**src/rtl/modport_counter_pkg.sv**
```systemverilog
// Shared types and constants for the MOD-14 loadable up/down counter.
package counter_pkg;

    localparam int WIDTH   = 4;
    localparam int MODULUS = 14;
    localparam int MAX_CNT = MODULUS - 1;

    typedef logic [WIDTH-1:0] cnt_t;

    // Map any out-of-range value (14, 15) onto 0; legal values pass through.
    function automatic cnt_t legalise(cnt_t v);
        return (v > cnt_t'(MAX_CNT)) ? '0 : v;
    endfunction

endpackage : counter_pkg

```
**src/rtl/modport_counter_if.sv**
```systemverilog
// Load/count control and count readback grouped as one bus.
// master: the block driving load/mode/data_in and watching the count.
// slave:  the counter itself.
interface counter_if;
    import counter_pkg::*;

    cnt_t data_in;
    logic load;
    logic mode;
    cnt_t data_out;

    modport master (
        output data_in,
        output load,
        output mode,
        input  data_out
    );

    modport slave (
        input  data_in,
        input  load,
        input  mode,
        output data_out
    );

endinterface : counter_if

```
**src/rtl/modport_counter_mod14_next_state.sv**
```systemverilog
// Combinational next-count logic: load priority, up/down steps with
// explicit wrap compares, and recovery from illegal register contents.
module mod14_next_state
    import counter_pkg::*;
(
    input  cnt_t cur,
    input  cnt_t data_in,
    input  logic load,
    input  logic mode,
    output cnt_t nxt
);

    // Pick the next count from the current count and the control inputs.
    always_comb begin
        // NOTE: default assignment first so no path leaves nxt unassigned (no latch);
        // it also makes an X on load/mode fall through to "hold".
        nxt = cur;
        case ({load, mode})
            2'b10, 2'b11: nxt = legalise(data_in);
            2'b01: begin
                // Up: 13 wraps to 0; an illegal 14/15 is also pulled back to 0.
                if (cur >= cnt_t'(MAX_CNT)) nxt = '0;
                else                        nxt = cur + cnt_t'(1);
            end
            2'b00: begin
                // Down: 0 wraps to 13; an illegal 14/15 is pulled back to 0.
                if (cur == '0)                    nxt = cnt_t'(MAX_CNT);
                else if (cur > cnt_t'(MAX_CNT))   nxt = '0;
                else                              nxt = cur - cnt_t'(1);
            end
            default: nxt = cur;
        endcase
    end

endmodule : mod14_next_state

```
**src/rtl/modport_counter.sv**
```systemverilog
// Loadable MOD-14 up/down counter. Loads or counts on every rising edge
// while out of reset; the count is held in a single register.
module modport_counter
    import counter_pkg::*;
(
    input  logic     clock,
    input  logic     rest,
    counter_if.slave bus
);

    cnt_t cnt_q;
    cnt_t cnt_d;

    mod14_next_state u_next (
        .cur     (cnt_q),
        .data_in (bus.data_in),
        .load    (bus.load),
        .mode    (bus.mode),
        .nxt     (cnt_d)
    );

    // Count register: asynchronous clear, otherwise take the next count.
    always_ff @(posedge clock or negedge rest) begin
        // NOTE: non-blocking assignment for state so every register samples
        // pre-edge values regardless of block ordering.
        if (!rest) cnt_q <= '0;
        else       cnt_q <= cnt_d;
    end

    assign bus.data_out = cnt_q;

endmodule : modport_counter

```
**src/flat_wrapper.sv**
```systemverilog
// flat-port wrapper written by rule: the top's interface ports become plain ports
module modport_counter_flat import counter_pkg::*;
  (clock, rest, bus_data_in, bus_load, bus_mode, bus_data_out);
  counter_if bus_i ();
  input  logic clock;
  input  logic rest;
  input wire logic [$bits(bus_i.data_in)-1:0] bus_data_in;
  input wire logic [$bits(bus_i.load)-1:0] bus_load;
  input wire logic [$bits(bus_i.mode)-1:0] bus_mode;
  output wire logic [$bits(bus_i.data_out)-1:0] bus_data_out;
  assign bus_i.data_in = bus_data_in;
  assign bus_i.load = bus_load;
  assign bus_i.mode = bus_mode;
  assign bus_data_out = bus_i.data_out;
  modport_counter u_core (.clock(clock), .rest(rest), .bus(bus_i));
endmodule
```
**config.mk**
```make
export PLATFORM = sky130hd
export DESIGN_NAME = modport_counter_flat
export DESIGN_NICKNAME = d
export VERILOG_FILES = /design/src/rtl/modport_counter_pkg.sv /design/src/rtl/modport_counter_if.sv /design/src/rtl/modport_counter_mod14_next_state.sv /design/src/rtl/modport_counter.sv /design/src/flat_wrapper.sv
export SDC_FILE = /design/constraint.sdc
export NUM_CORES = 1
export LEC_CHECK = 0
export CAP_MARGIN = 20
export CORE_AREA = 2 2 39 41
export DETAILED_ROUTE_END_ITERATION = 6
export DIE_AREA = 0 0 41 43
export GPL_TIMING_DRIVEN = 0
export PLACE_DENSITY = 0.63
export SYNTH_ARGS = -nofsm -noshare
export SYNTH_HDL_FRONTEND = slang
export SYNTH_SLANG_ARGS = --single-unit
```
**constraint.sdc**
```tcl
create_clock -name clock -period 1.7 [get_ports clock]
set_clock_uncertainty 0.15 [all_clocks]
set_input_delay 0.51 -clock clock [delete_from_list [all_inputs] [get_ports clock]]
set_output_delay 0.51 -clock clock [all_outputs]
set_load 0.1 [all_outputs]
```
==> results.ini <==
[run_status]
status = complete, no violations

[clock_tree]
cts_buffers = 3
cts_tree = built
postCtsHoldBufs = 0
clock_path_buffers = 2
clk_latency_ps = 230
clockRootBuffer = clkbuf_4
htree_levels = 1
path_clk_slew_ps = 40
cts_sinks = 4

[setup_path]
worstPathRequired_ps = 1650
r2r_cells = 6
critical_path_class = flop to flop
r2r_setup_slack_ps = 10
end_kind = flop
worstSetupEndpoint = u_core.bus.data_out[1]
critPathLaunchType = flop
r2r-end = u_core.bus.data_out[1]
crit_fanout = 5
cp-startpoint = u_core.bus.data_out[1]
reg2reg_from = u_core.bus.data_out[1]
crit_arrival_ps = 1640

[synthesis]
yosysWarnings = 0
synth_edf_count = 0
ys_seq_area_share_pct = 27.6
synth_nets = 57
synth_cell_types = 25
synth_area_um2 = 363
synthCells = 46
ys_ff_latch = 4
async_reset_ff_share_pct = 100
yosys_most_used_dff = dfrtp_1
synth.avg_cell_area_um2 = 7.89

[route]
firstDrtPassIters = 4
drt-vias-per-instance = 5.22
antenna_left = 0
totalWireLength_um = 980
vias = 412
wl_per_cell_um = 12.4
drc = 0
drtIter0Drc = 12

[floorplan]
fp.coreArea_um2 = 1380
ios = 12
initial_core_util_pct = 26.2
dieArea_um2 = 1760
fp.dieH_um = 43
fp.dieW_um = 41
rows = 14

[global_route]
grt_max_degree = 9
track_usage_pct = 12.9
antenna_found_initial = 0
grt_overflow = 0
grt_pass1_wl_mm = 1.55
grt_pass1_vias = 363

[layout]
layout_commonest_cell = buf_4
largest_reg_flops = 4
drive_above_1_share_pct = 36.5
layout_common_cells = 7 x buf_4, 5 x clkdlybuf4s50_1, 4 x a21oi_1, 4 x nor2_1, 4 x nand3_1
stdcell_count = 79
fillers = 147
area_delta_synth_final_pct = 64.1
layout.nets = 76
n_antenna_cell = 0

[placed_design]
hpwl_um = 729
place.gp.congestion = 0.746
io_buffer_count = 11
dp.cells = 73

[sta]
slew_violations = 0
fin_crit_sh_pct = 99.2
relSlewSlack_pct = 76.6
setup-violations-final = 0
finalHoldViolations = 0
fin_crit_ps = 1690
rsz0062_at_grt = yes
tns_ps = 0
worst_pin_slew_ps = 346
max_freq_ghz = 0.593

[power_and_ir_drop]
power_density_nw_per_um2 = 1190
vdd.ir_drop.worst_uv = 798
p_leak_uw = 0.000244

[hold_path]
min_path_type = primary input to async pin

[job]
drv_cap = 0

cell usage after synthesis, drive strengths merged, types with 2 or more instances:
cell / count / area, um2
a21oi: 4 / 20.0
dfrtp: 4 / 100
o311ai: 2 / 17.5
ha: 3 / 37.5
inv: 4 / 15.0
nand3: 4 / 20.0
o21ai: 4 / 20.0
nand2: 3 / 11.3
nor2: 4 / 15.0
how the worst min path moves through the flow:
| stage | cells after the start | slack, ps | end |
|---|---|---|---|
| after floorplan | 0 | 60 | u_core.bus.data_out[2] |
| after CTS | 1 | 330 | u_core.bus.data_out[1] |
| final | 1 | 330 | u_core.bus.data_out[1] |
| after global routing | 1 | 330 | u_core.bus.data_out[1] |
| after global placement | 2 | 550 | u_core.bus.data_out[3] |
| after detailed placement | 2 | 550 | u_core.bus.data_out[3] |
critical path: stages (launching register included):
cell      delay [ps]
dfrtp_4          510
inv_6             80
ha_4             140
nand2b_4         120
and3_4           200
nor2_1            40
a221o_1          320
power by group:
group | leakage [uW] | internal [uW] | total [uW] | switching, uW
Clock | 0.0000138 | 78.7 | 114 | 35.6
Sequential | 0.0000447 | 123 | 172 | 48.3
Combinational | 0.000185 | 156 | 420 | 264
Total | 0.000244 | 359 | 706 | 348
layout make-up:
type | instances | area, um2 | share of cell area, %
timing repair buffer | 14 | 124 | 20.8
multi-input combinational | 38 | 297 | 49.8
sequential | 4 | 110 | 18.5
clock buffer | 3 | 22.5 | 3.78
tap | 16 | 20.0 | 3.36
inverter | 4 | 22.5 | 3.78
kinds of logic (layout without fill, tap and decap cells):
family	after synthesis	after routing	synth area share, %
fa+ha+maj	3	3	10.3
buf+inv	4	21	4.14
flops	4	4	27.6
simple gates	20	20	29.7
compound gates	14	14	25.9
xor+xnor	1	1	2.41
layer usage:
metal  vias up  wire length [um]  track usage (%)
met5         -                 0                0
met4         0                 0             2.00
met3         0                73             6.28
met2        17               481             20.0
met1       189               425             16.0
li1        206                 -                -
metrics by stage:
step / hold WS (ps) / setup WS (ps) / power [uW] / instance area [um2] / util (%)
2_1_floorplan: 64.4 / -74.1 / 464 / 419 / -
3_3_place_gp: 550 / -585 / 567 / 549 / 39.7
3_5_place_dp: 548 / -585 / 568 / 549 / 39.7
4_1_cts: 331 / 7.04 / 680 / 561 / 40.5
5_1_grt: 328 / -35.5 / 751 / 596 / 43.0
6_report: 327 / 14.3 / 706 / 596 / 43.0
repair_timing:
action	CTS	global route
endpoints found under the setup margin	6	3
setup buffers	0	3
gates resized for setup	25	3
(Power assumes the default switching activity.)
==> patch: new RTL, config.mk and constraints unchanged <==
`WIDTH`: 4 -> 6.
--- a/src/rtl/modport_counter_pkg.sv
+++ b/src/rtl/modport_counter_pkg.sv
@@ -1,7 +1,7 @@
 // Shared types and constants for the MOD-14 loadable up/down counter.
 package counter_pkg;
 
-    localparam int WIDTH   = 4;
+    localparam int WIDTH   = 6;
     localparam int MODULUS = 14;
     localparam int MAX_CNT = MODULUS - 1;
 
Ports: changed (resized bus_data_in and bus_data_out); port bits go from 12 to 16. No check against the original RTL was run, so the function may have changed too.
==> patch against the original RTL <==
  * The run now ends with negative setup slack left
  * Sequential cell count rose by 2
  * First-iteration DRC count fell by 58%
  * Final area rose by 36%
  * Global-route usage rose by 1.9 points
  * Critical path depth did not move
  * Largest power group unchanged
  * Total power rose by 120%
  * Wire length rose by 16%
  * Final cell count rose by 16%
  * Sequential power rose by 72%
  * Clock power rose by 13%
  * Area after synthesis rose by 29%
  * Worst setup slack got worse by 0.078 ns
==> patch: results (changes against the original RTL) <==
Status
  • Status: finished, violations left (was finished, final reports clean)
  • Failing checks: negative setup slack

Detailed routing
  • Max Used Layer: met3 (unchanged)
  • Met2 WL post-DR: 553 um (was 481 um)
  • Drt via density: 5.17 (was 5.22)
  • Initial DRC Count: 5 (was 12)
  • Metal-1 WL: 513 um (was 425 um)
  • Drt pass-1 iters: 4 (unchanged)
  • Final WL: 1140 um (was 980 um)

Finish
  • FF/Latch Area: 165 sq um (was 110 sq um)
  • Clk cell area share: 2.79% (was 3.78%)
  • Fill cell count: 127 (was 147)
  • Non-Filler Instances: 92 (was 79)
  • Max FFs per register: 6 (was 4)
  • Share of layout cells above drive strength 1: 50.0% (was 36.5%)
  • Data buffer area share: 24.3% (was 20.8%)
  • Non-clk invs: 5 (was 4)
  • #MultiIn Comb: 39 (was 38)
  • Repair and plain buffers: 23 (was 14)
  • Multi-input logic portion of the cell area: 47.3% (was 49.8%)
  • Multi-input logic area: 382 sq um (was 297 sq um)

STA
  • Final setup TNS: -0.0933 ns (was 0 ns)
  • Worst slew margin: 78.4% (was 76.6%)
  • Final setup viols: 3 (was 0)
  • Final setup margin: -0.0634 ns (was 0.0143 ns)

Synth
  • Synth Area in Adders: 8.02% (was 10.3%)
  • Post-synthesis compound-gate area fraction: 24.6% (was 25.9%)
  • Post-Synthesis Net Count: 64 (was 57)
  • Sequential element share of the synthesized area: 32.1% (was 27.6%)
  • Commonest cells in the netlist: dfrtp_1 (6), inv_1 (5), nor2_1 (4) (was a21oi_1 (4), dfrtp_1 (4), inv_1 (4), nand3_1 (4), nor2_1 (4))
  • Cells after Synth: 51 (was 46)
  • Distinct cells, synth: 29 (was 25)

Placement
  • Placement Cell Area: 697 sq um (was 549 sq um)
  • Placed cells: 82 (was 73)
  • Number of port buffers: 15 (was 11)
  • HPWL Detailed: 848 um (was 729 um)
  • Pre-CTS WS: -0.578 ns (was -0.585 ns)
  • Final Wtd Congestion: 0.772 (was 0.746)

Clocking
  • CTS Buf Count: 3 (unchanged)

GRT
  • Largest net degree at the start of global routing: 10 (was 9)
  • First-pass GRT wire length: 1730 um (was 1550 um)
  • Vias in the first global route: 413 (was 363)
  • Tot GR Track Use: 14.8% (was 12.9%)

Critical path
  • Slowest-stage cell, CP: dfrtp_4 (unchanged)
  • CP max FO: 6 (was 5)
  • Worst stage delay on the critical path: 0.44 ns (was 0.51 ns)
  • Arr. time, crit path: 1.73 ns (was 1.64 ns)
  • CP delay by family, top: compound AO/OA/AOI/OAI gates (was flip-flops)

Pwr
  • VDD IR-drop max: 1.29 mV (was 0.798 mV)
  • Leakage: 0.347 nW (was 0.244 nW)
## patch: cell types whose count changed in the layout (fill, tap and decap cells not counted), sizes merged, moves of 2 or more
cell	change
clkdlybuf4s50	+2
o21ai	-2
a21oi	-3
nand3	-2
buf	+7
o311ai	-2
o211ai	+2
dfrtp	+2
a211o	+2
nor3	+2
## patch: kinds of logic (layout without fill, tap and decap cells)
kind of cell | Yosys count | after routing
AOI/OAI and AO/OA | 14 | 14
adders and majority gates | 3 | 3
DFF | 6 | 6
xor gates and xnor gates | 3 | 3
and+or+nand+nor | 19 | 19
buffers and inverters | 6 | 31
## patch: power breakdown
part           internal, mW  leakage (nW)  switching [mW]
registers             0.217        0.0697          0.0791
logic                 0.405         0.263           0.693
clock network        0.0797        0.0138          0.0489
total                 0.702         0.347           0.821
## patch: final timing paths
check / endpoint / cells past startpoint / slack, ns / from
worst max-delay path: u_core.bus.data_out[3] / 6 / -0.06 / u_core.bus.data_out[0]
worst min-delay path: u_core.bus.data_out[2] / 1 / 0.35 / rest
worst max register to register: u_core.bus.data_out[3] / 6 / -0.06 / u_core.bus.data_out[0]
worst min register to register: u_core.bus.data_out[5] / 2 / 0.46 / u_core.bus.data_out[5]
max in group asynchronous: u_core.bus.data_out[0] / 1 / 0.80 / rest
min in group clock: u_core.bus.data_out[5] / 2 / 0.46 / u_core.bus.data_out[5]
## patch: routing by layer
layer	track usage (%)	vias to the layer above
li1	-	241
met1	19.7	216
met2	21.3	19
met3	8.38	0
met4	2.00	0
met5	0	-
## patch: timing repair
item,CTS,global route
pin swaps,3,2
setup buffers,5,2
gates resized for setup,41,5
setup endpoints to repair,11,5
